==> config.mk <==
export PLATFORM = sky130hd
export DESIGN_NAME = sram_controller
export DESIGN_NICKNAME = d
export VERILOG_FILES = /design/src/rtl/sram_controller.sv
export SDC_FILE = /design/constraint.sdc
export NUM_CORES = 1
export LEC_CHECK = 0
export ABC_CLOCK_PERIOD_IN_PS = 2200
export CORE_AREA = 2 2 131 133
export DETAILED_ROUTE_END_ITERATION = 8
export DIE_AREA = 0 0 133 135
export PLACE_DENSITY = 0.56
export SLEW_MARGIN = 20
export SYNTH_ARGS = -nofsm -noshare
export SYNTH_HDL_FRONTEND = slang
export SYNTH_SLANG_ARGS = --single-unit
==> constraint.sdc <==
create_clock -name clk -period 2.2 [get_ports clk]
set_input_delay 0.44 -clock clk [delete_from_list [all_inputs] [get_ports clk]]
set_output_delay 0.44 -clock clk [all_outputs]
set_load 0.05 [all_outputs]
==> src/rtl/sram_controller.sv <==
// Sequences one 32-bit MEM-stage load/store onto a 16-bit async SRAM as two half accesses.
// Freezes the pipeline (ready=0) for 2*WAIT_CYCLES+1 cycles per access; inputs are sampled only in IDLE.
module sram_controller #(
   parameter int WAIT_CYCLES = 2,
   parameter int BASE_ADDR   = 1024,
   parameter int SRAM_ADDR_W = 18
) (
   input  logic                   clk,
   input  logic                   rst,
   input  logic                   mem_r_en,
   input  logic                   mem_w_en,
   input  logic [31:0]            address,
   input  logic [31:0]            write_data,
   output logic [31:0]            read_data,
   output logic                   ready,
   output logic [SRAM_ADDR_W-1:0] sram_addr,
   output logic [15:0]            sram_dq_out,
   input  logic [15:0]            sram_dq_in,
   output logic                   sram_dq_oe,
   output logic                   sram_we_n
);

   localparam int CNT_W  = (WAIT_CYCLES > 1) ? $clog2(WAIT_CYCLES) : 1;
   localparam int WORD_W = SRAM_ADDR_W - 1;

   typedef enum logic [1:0] {
      S_IDLE,
      S_LO,
      S_HI,
      S_DONE
   } state_t;

   state_t                 state_q, state_d;
   logic [CNT_W-1:0]       cnt_q, cnt_d;
   logic                   is_write_q, is_write_d;
   logic [WORD_W-1:0]      word_q, word_d;
   logic [15:0]            wdata_hi_q, wdata_hi_d;
   logic [15:0]            rdata_lo_q, rdata_lo_d;
   logic [31:0]            read_data_q, read_data_d;
   logic [SRAM_ADDR_W-1:0] sram_addr_q, sram_addr_d;
   logic [15:0]            dq_out_q, dq_out_d;
   logic                   we_n_q, we_n_d;
   logic                   oe_q, oe_d;

   logic                   req;
   logic                   phase_end;
   logic [31:0]            offset;
   logic [WORD_W-1:0]      req_word;
   logic                   unused_addr_bits;

   assign req       = mem_r_en | mem_w_en;
   assign offset    = address - 32'(BASE_ADDR);
   // Byte offset -> 32-bit word index; the two lowest address bits and anything above the SRAM are dropped.
   assign req_word  = offset[WORD_W+1:2];
   assign unused_addr_bits = ^{offset[31:WORD_W+2], offset[1:0]};
   assign phase_end = (cnt_q == CNT_W'(WAIT_CYCLES - 1));

   always_comb begin
      state_d     = state_q;
      cnt_d       = '0;
      is_write_d  = is_write_q;
      word_d      = word_q;
      wdata_hi_d  = wdata_hi_q;
      rdata_lo_d  = rdata_lo_q;
      read_data_d = read_data_q;
      sram_addr_d = sram_addr_q;
      dq_out_d    = dq_out_q;
      we_n_d      = we_n_q;
      oe_d        = oe_q;
      ready       = 1'b0;

      case (state_q)
         S_IDLE: begin
            ready = ~req;
            if (req) begin
               state_d     = S_LO;
               is_write_d  = mem_w_en;
               word_d      = req_word;
               wdata_hi_d  = write_data[31:16];
               sram_addr_d = {req_word, 1'b0};
               if (mem_w_en) begin
                  dq_out_d = write_data[15:0];
               end
               we_n_d = ~mem_w_en;
               oe_d   = mem_w_en;
            end
         end
         S_LO: begin
            cnt_d = cnt_q + 1'b1;
            if (phase_end) begin
               cnt_d       = '0;
               state_d     = S_HI;
               sram_addr_d = {word_q, 1'b1};
               if (is_write_q) begin
                  dq_out_d = wdata_hi_q;
               end else begin
                  rdata_lo_d = sram_dq_in;
               end
            end
         end
         S_HI: begin
            cnt_d = cnt_q + 1'b1;
            if (phase_end) begin
               cnt_d   = '0;
               state_d = S_DONE;
               we_n_d  = 1'b1;
               oe_d    = 1'b0;
               // The high half is still on the bus here, so it goes straight into the result.
               if (!is_write_q) begin
                  read_data_d = {sram_dq_in, rdata_lo_q};
               end
            end
         end
         S_DONE: begin
            ready   = 1'b1;
            state_d = S_IDLE;
         end
         default: begin
            state_d = S_IDLE;
         end
      endcase

      if (rst) begin
         ready = ~req;
      end
   end

   always_ff @(posedge clk) begin
      if (rst) begin
         state_q     <= S_IDLE;
         cnt_q       <= '0;
         is_write_q  <= 1'b0;
         word_q      <= '0;
         wdata_hi_q  <= '0;
         rdata_lo_q  <= '0;
         read_data_q <= '0;
         sram_addr_q <= '0;
         dq_out_q    <= '0;
         we_n_q      <= 1'b1;
         oe_q        <= 1'b0;
      end else begin
         state_q     <= state_d;
         cnt_q       <= cnt_d;
         is_write_q  <= is_write_d;
         word_q      <= word_d;
         wdata_hi_q  <= wdata_hi_d;
         rdata_lo_q  <= rdata_lo_d;
         read_data_q <= read_data_d;
         sram_addr_q <= sram_addr_d;
         dq_out_q    <= dq_out_d;
         we_n_q      <= we_n_d;
         oe_q        <= oe_d;
      end
   end

   assign read_data   = read_data_q;
   assign sram_addr   = sram_addr_q;
   assign sram_dq_out = dq_out_q;
   assign sram_we_n   = we_n_q;
   assign sram_dq_oe  = oe_q;

endmodule

-- Yosys cells after proc, flatten, opt, wreduce, memory -nomap -nowiden
Cells that the tools add are included.
W data, S select, Z words.
- equality and inequality tests: 8
- mux-type cells: 20
- bitwise logic cells: 5
- reduce and logical (&&, ||, !) cells: 12
- add/subtract/negate cells: 2
- operators with widths (kind ; count):
    $mux W16 ; 4
    $mux W18 ; 2
    $pmux W18 S2 ; 1
    $pmux W16 S2 ; 1
    $sub A19 B11 Y19 const B ; 1
    $reduce_and A3 Y1 ; 5
    $ne A2 B2 Y1 const B ; 5
    $pmux W2 S4 ; 1
    $mux W2 ; 3
    $pmux W1 S2 ; 3
    $mux W1 ; 5
    $reduce_and A5 Y1 ; 1
    $eq A2 B2 Y1 const B ; 2
    $not A1 Y1 ; 4
    $reduce_bool A2 Y1 ; 2
    $reduce_or A3 Y1 ; 1
    $eq A2 B1 Y1 const B ; 1
    $logic_not A2 Y1 ; 1
    $reduce_and A2 Y1 ; 1
    $reduce_or A2 Y1 ; 1
    $add A1 B1 Y1 const B ; 1
    $or A1 B1 Y1 ; 1
- bits in registers: 121
- input port bits: 84
- output and inout bits: 69
- logic and storage cells: 58

-- Depth between registers and ports, before layout
- depth in word-level cells: 4
- gate-level depth with buffers: 8
- depth with buffers taken out: 6

-- Least setup slack after synthesis
No wires, ideal clock.
- kind: reg2out
- start point: register state_q[0]
- end point: output ready
- data arrival time: 2.057 ns
- stages on the path, launching flop included: 6
- buffers on the path: 0
- data required time: 1.760 ns
- path slack: -0.297 ns
- cells stage by stage: dfxtp_1 > inv_1 > ha_1 > inv_1 > a21oi_1 > o31ai_1
- word-level cells in the longest chain between the ends: 3
- RTL lines (item ; line ; text):
    start, declared ; 33 ; state_t state_q, state_d;
    start signal, assigned ; 142 ; state_q <= state_d;
    $eq A2 B2 Y1 or $logic_not A2 Y1 (tied branches) ; 72 ; case (state_q)
    $pmux W1 S2 * ; 72 ;
    $mux W1 * ; 123 ; if (rst) begin
    end, declared ; 15 ; output logic ready,
Mark *: on every way between the ends. The rest lies on a longest branch, timed or not.

-- Final worst setup path
- start point: register sram_addr_q[17] (netlist: sram_addr[17])
- end point: output sram_addr[17]
- RTL lines (item ; line ; text):
    start, declared ; 40 ; logic [SRAM_ADDR_W-1:0] sram_addr_q, sram_addr_d;
    start signal, assigned ; 149 ; sram_addr_q <= sram_addr_d;
    end, declared ; 16 ; output logic [SRAM_ADDR_W-1:0] sram_addr,
No word-level cell between the ends.

==> results.toml <==
[grt]
grt_use_met3 = 0.05068
grt_most_used_layer = "met2"
gr-total-overflow = 0
grt_pass1_wl_mm = 20.77
grt_antenna_before_repair = 0
grt_use_total = 0.1458
grt_use_met2 = 0.2455
grt_pass1_vias = 4232
use_met1 = 0.1745
grt_max_degree = 115

[synthesis]
async_flop_share = 0
synth_compound_area_frac = 0.1757
synth_top_flop_cell = "dfxtp_1"
synth-simple-area-share = 0.1946
ys_top_cells_by_count = "nand2_1, dfxtp_1, a21oi_1, nor2_1, a211oi_1"
synth_adder_area_share = 0.01550
yosysMostFrequentCell = "nand2_1"
synth_fp_nets = 675
yosys_register_bits = 121
yosysTopAreaCellShare = 0.5003
synthesis.area_sq_um = 4842
synth.avg_cell_area_sq_um = 8.277
yosys_warnings = 0
synth_edf_count = 0
muxShareOfSynthArea = 0.05581
synth_xor_area_frac = 0.01085
ys_seq_area_frac = 0.5003
synthCells = 585
synth_top_family_by_area = "simple AND/OR/NAND/NOR gates"
synth.distinct_cells = 41
synth_area_leaders = "dfxtp_1, nand2_1, a21oi_1"
synth_top_area_cell = "dfxtp_1"

[timing]
fin_crit_ns = 2.067
clock-skew-final_ns = 0.01224
finalHoldViolations = 0
drv_slew = 0
fmax_ghz = 0.4837
finalCritPeriodShare = 0.9396
setup_violations = 0
rsz0062_at_grt = "false"
tightest_slew_ns = 0.6106
maxSlewHeadroom = 0.5916
fin_tns_setup_ns = 0

[die]
fp.dieW_um = 133
die_y_um = 135
die_area_sq_um = 17960
boundaryPins = 153
rows = 47
start_util = 0.2951
coreArea_sq_um = 16410

[pwr]
irDropWorstVdd_uv = 772.2
clock_power_share = 0.288
p_sw_frac = 0.3804
switchingPower_mw = 3.819
p_comb_frac = 0.418
pwr-share-seq = 0.294
p_per_area_nw_per_um2 = 1408
p_leak_nw = 2.563
internal_power_mw = 6.222

[cells_and_area]
area_delta_synth_final_pct = 47.24
diodes = 0
instances_no_fill = 948
n_fill_cell = 1593
nets = 805
drive_above_1_share = 0.08516

[worst_setup_path]
crit_required_ns = 1.76
crit_family = "buffers and inverters"
cp.arrival_ns = 1.63
path_cells = "clkdlybuf4s50_1"
reg2reg_to = "state_q[0]"
crit_buf_inv = 1
crit_path_max_incr_delay_ns = 0.88
critical_path_class = "register to output pin"
rr_worst_depth = 6
r2r-start = "state_q[1]"
r2r_setup_slack_ns = 0.43
crit_path_end_kind = "output pin"
start_kind = "register"
path_max_fanout = 2
crit_path_top_delay_cell = "clkdlybuf4s50_1"

[clock_tree]
cts_tree = "yes"
clk_pin_slew_worst_paths_ns = 0.05
htree_levels = 4
insertion_delay_ns = 0.41
clock_path_buffers = 2
cts_buffers = 17
root_buffer = "clkbuf_16"
clock-sinks = 121

[placement]
routabilityCongestion = 0.7422
port-buffer-count = 137
dp.cells = 913
hpwl_mm = 8.972

[detailed_routing]
vias = 4396
ant_nets = 0
first_pass_iters = 4
drtIter0Drc = 189
wl_per_cell_um = 13.67
route.detailed.drc = 0
via_per_inst = 4.637
routed_wl_mm = 12.96

[min_path]
hp-start = "rst"
min_to = "sram_dq_oe"
hold_class = "primary input to register"
min_path_cells = 2

[outcome]
status = "finished clean"

[job]
drv_cap = 0
how the worst max path moves through the flow:
| stage | start | end | depth (start not counted) |
|---|---|---|---|
| final | sram_addr[17] | sram_addr[17] | 1 |
| after detailed placement | address[10] | sram_addr[17] | 7 |
| after global placement | mem_w_en | sram_addr[17] | 5 |
| after floorplan | state_q[0] | ready | 5 |
| after CTS | state_q[1] | ready | 6 |
| after global routing | state_q[0] | ready | 6 |
power by group through the flow:
stage | clock network [mW] | registers (mW) | logic (mW)
finish | 2.89 | 2.95 | 4.20
global route | 3.05 | 3.01 | 4.56
CTS | 2.97 | 2.96 | 4.22
detailed placement | 0 | 2.99 | 4.15
global placement | 0 | 2.97 | 4.09
floorplan | 0 | 3.93 | 1.84
cell families after synthesis:
logic type / count (synthesis)
and+or+nand+nor: 232
AOI/OAI and AO/OA: 141
DFF: 121
buffers and inverters: 52
muxes: 27
xor gates and xnor gates: 6
adders and majority gates: 6
timing repair:
item | 4_1_cts | 5_1_grt
gates resized for setup | 8 | 3
setup buffers | 2 | 1
pin swaps | 1 | 1
hold buffers | 0 | 0
setup endpoints to repair | 1 | 1
state kept, by name (all words and copies together), names as in the netlist:
name,cells
sram_dq_oe,1
sram_addr,18
read_data,32
rdata_lo_q,16
state_q,2
word_q,17
sram_dq_out,16
cnt_q,1
wdata_hi_q,16
sram_we_n,1
is_write_q,1
metrics by stage:
step | hold WS (ns) | worst slack [ns] | area, sq um | power (mW) | util
2_1_floorplan | 0.4322 | 0.1305 | 4847 | 5.776 | -
3_3_place_gp | 0.4362 | 0.1655 | 6464 | 7.063 | 0.3940
3_5_place_dp | 0.4433 | 0.05919 | 6464 | 7.139 | 0.3940
4_1_cts | 0.2599 | 0.01037 | 7103 | 10.14 | 0.4329
5_1_grt | 0.2710 | 0.04281 | 7129 | 10.61 | 0.4345
6_report | 0.2872 | 0.1328 | 7129 | 10.04 | 0.4345
layout make-up:
class                      count  area [sq um]  share of cell area
tap                          220         275.3             0.03861
sequential                   121          2427              0.3405
timing repair buffer         154          1562              0.2190
clock buffer                  24         471.7             0.06616
clock inverter                 8         142.6             0.02001
multi-input combinational    412          2215              0.3106
inverter                       9         36.28            0.005090
routing by layer:
layer / up-vias / share of wire
li1: 2230 / -
met4: 0 / 0.0083
met5: - / 0
met1: 2034 / 0.45
met3: 9 / 0.070
met2: 123 / 0.48
cell usage in the layout (no fill, tap or decap), types with 6 or more instances in the layout:
cell / n
nand2_1: 170
a21oi_1: 82
buf_4: 14
clkdlybuf4s50_1: 135
mux2i_1: 27
clkbuf_16: 18
a211oi_1: 29
inv_1: 6
nor2_1: 37
dfxtp_1: 119
o21ai_0: 9
Note: power is estimated with default switching activity, not from simulation.
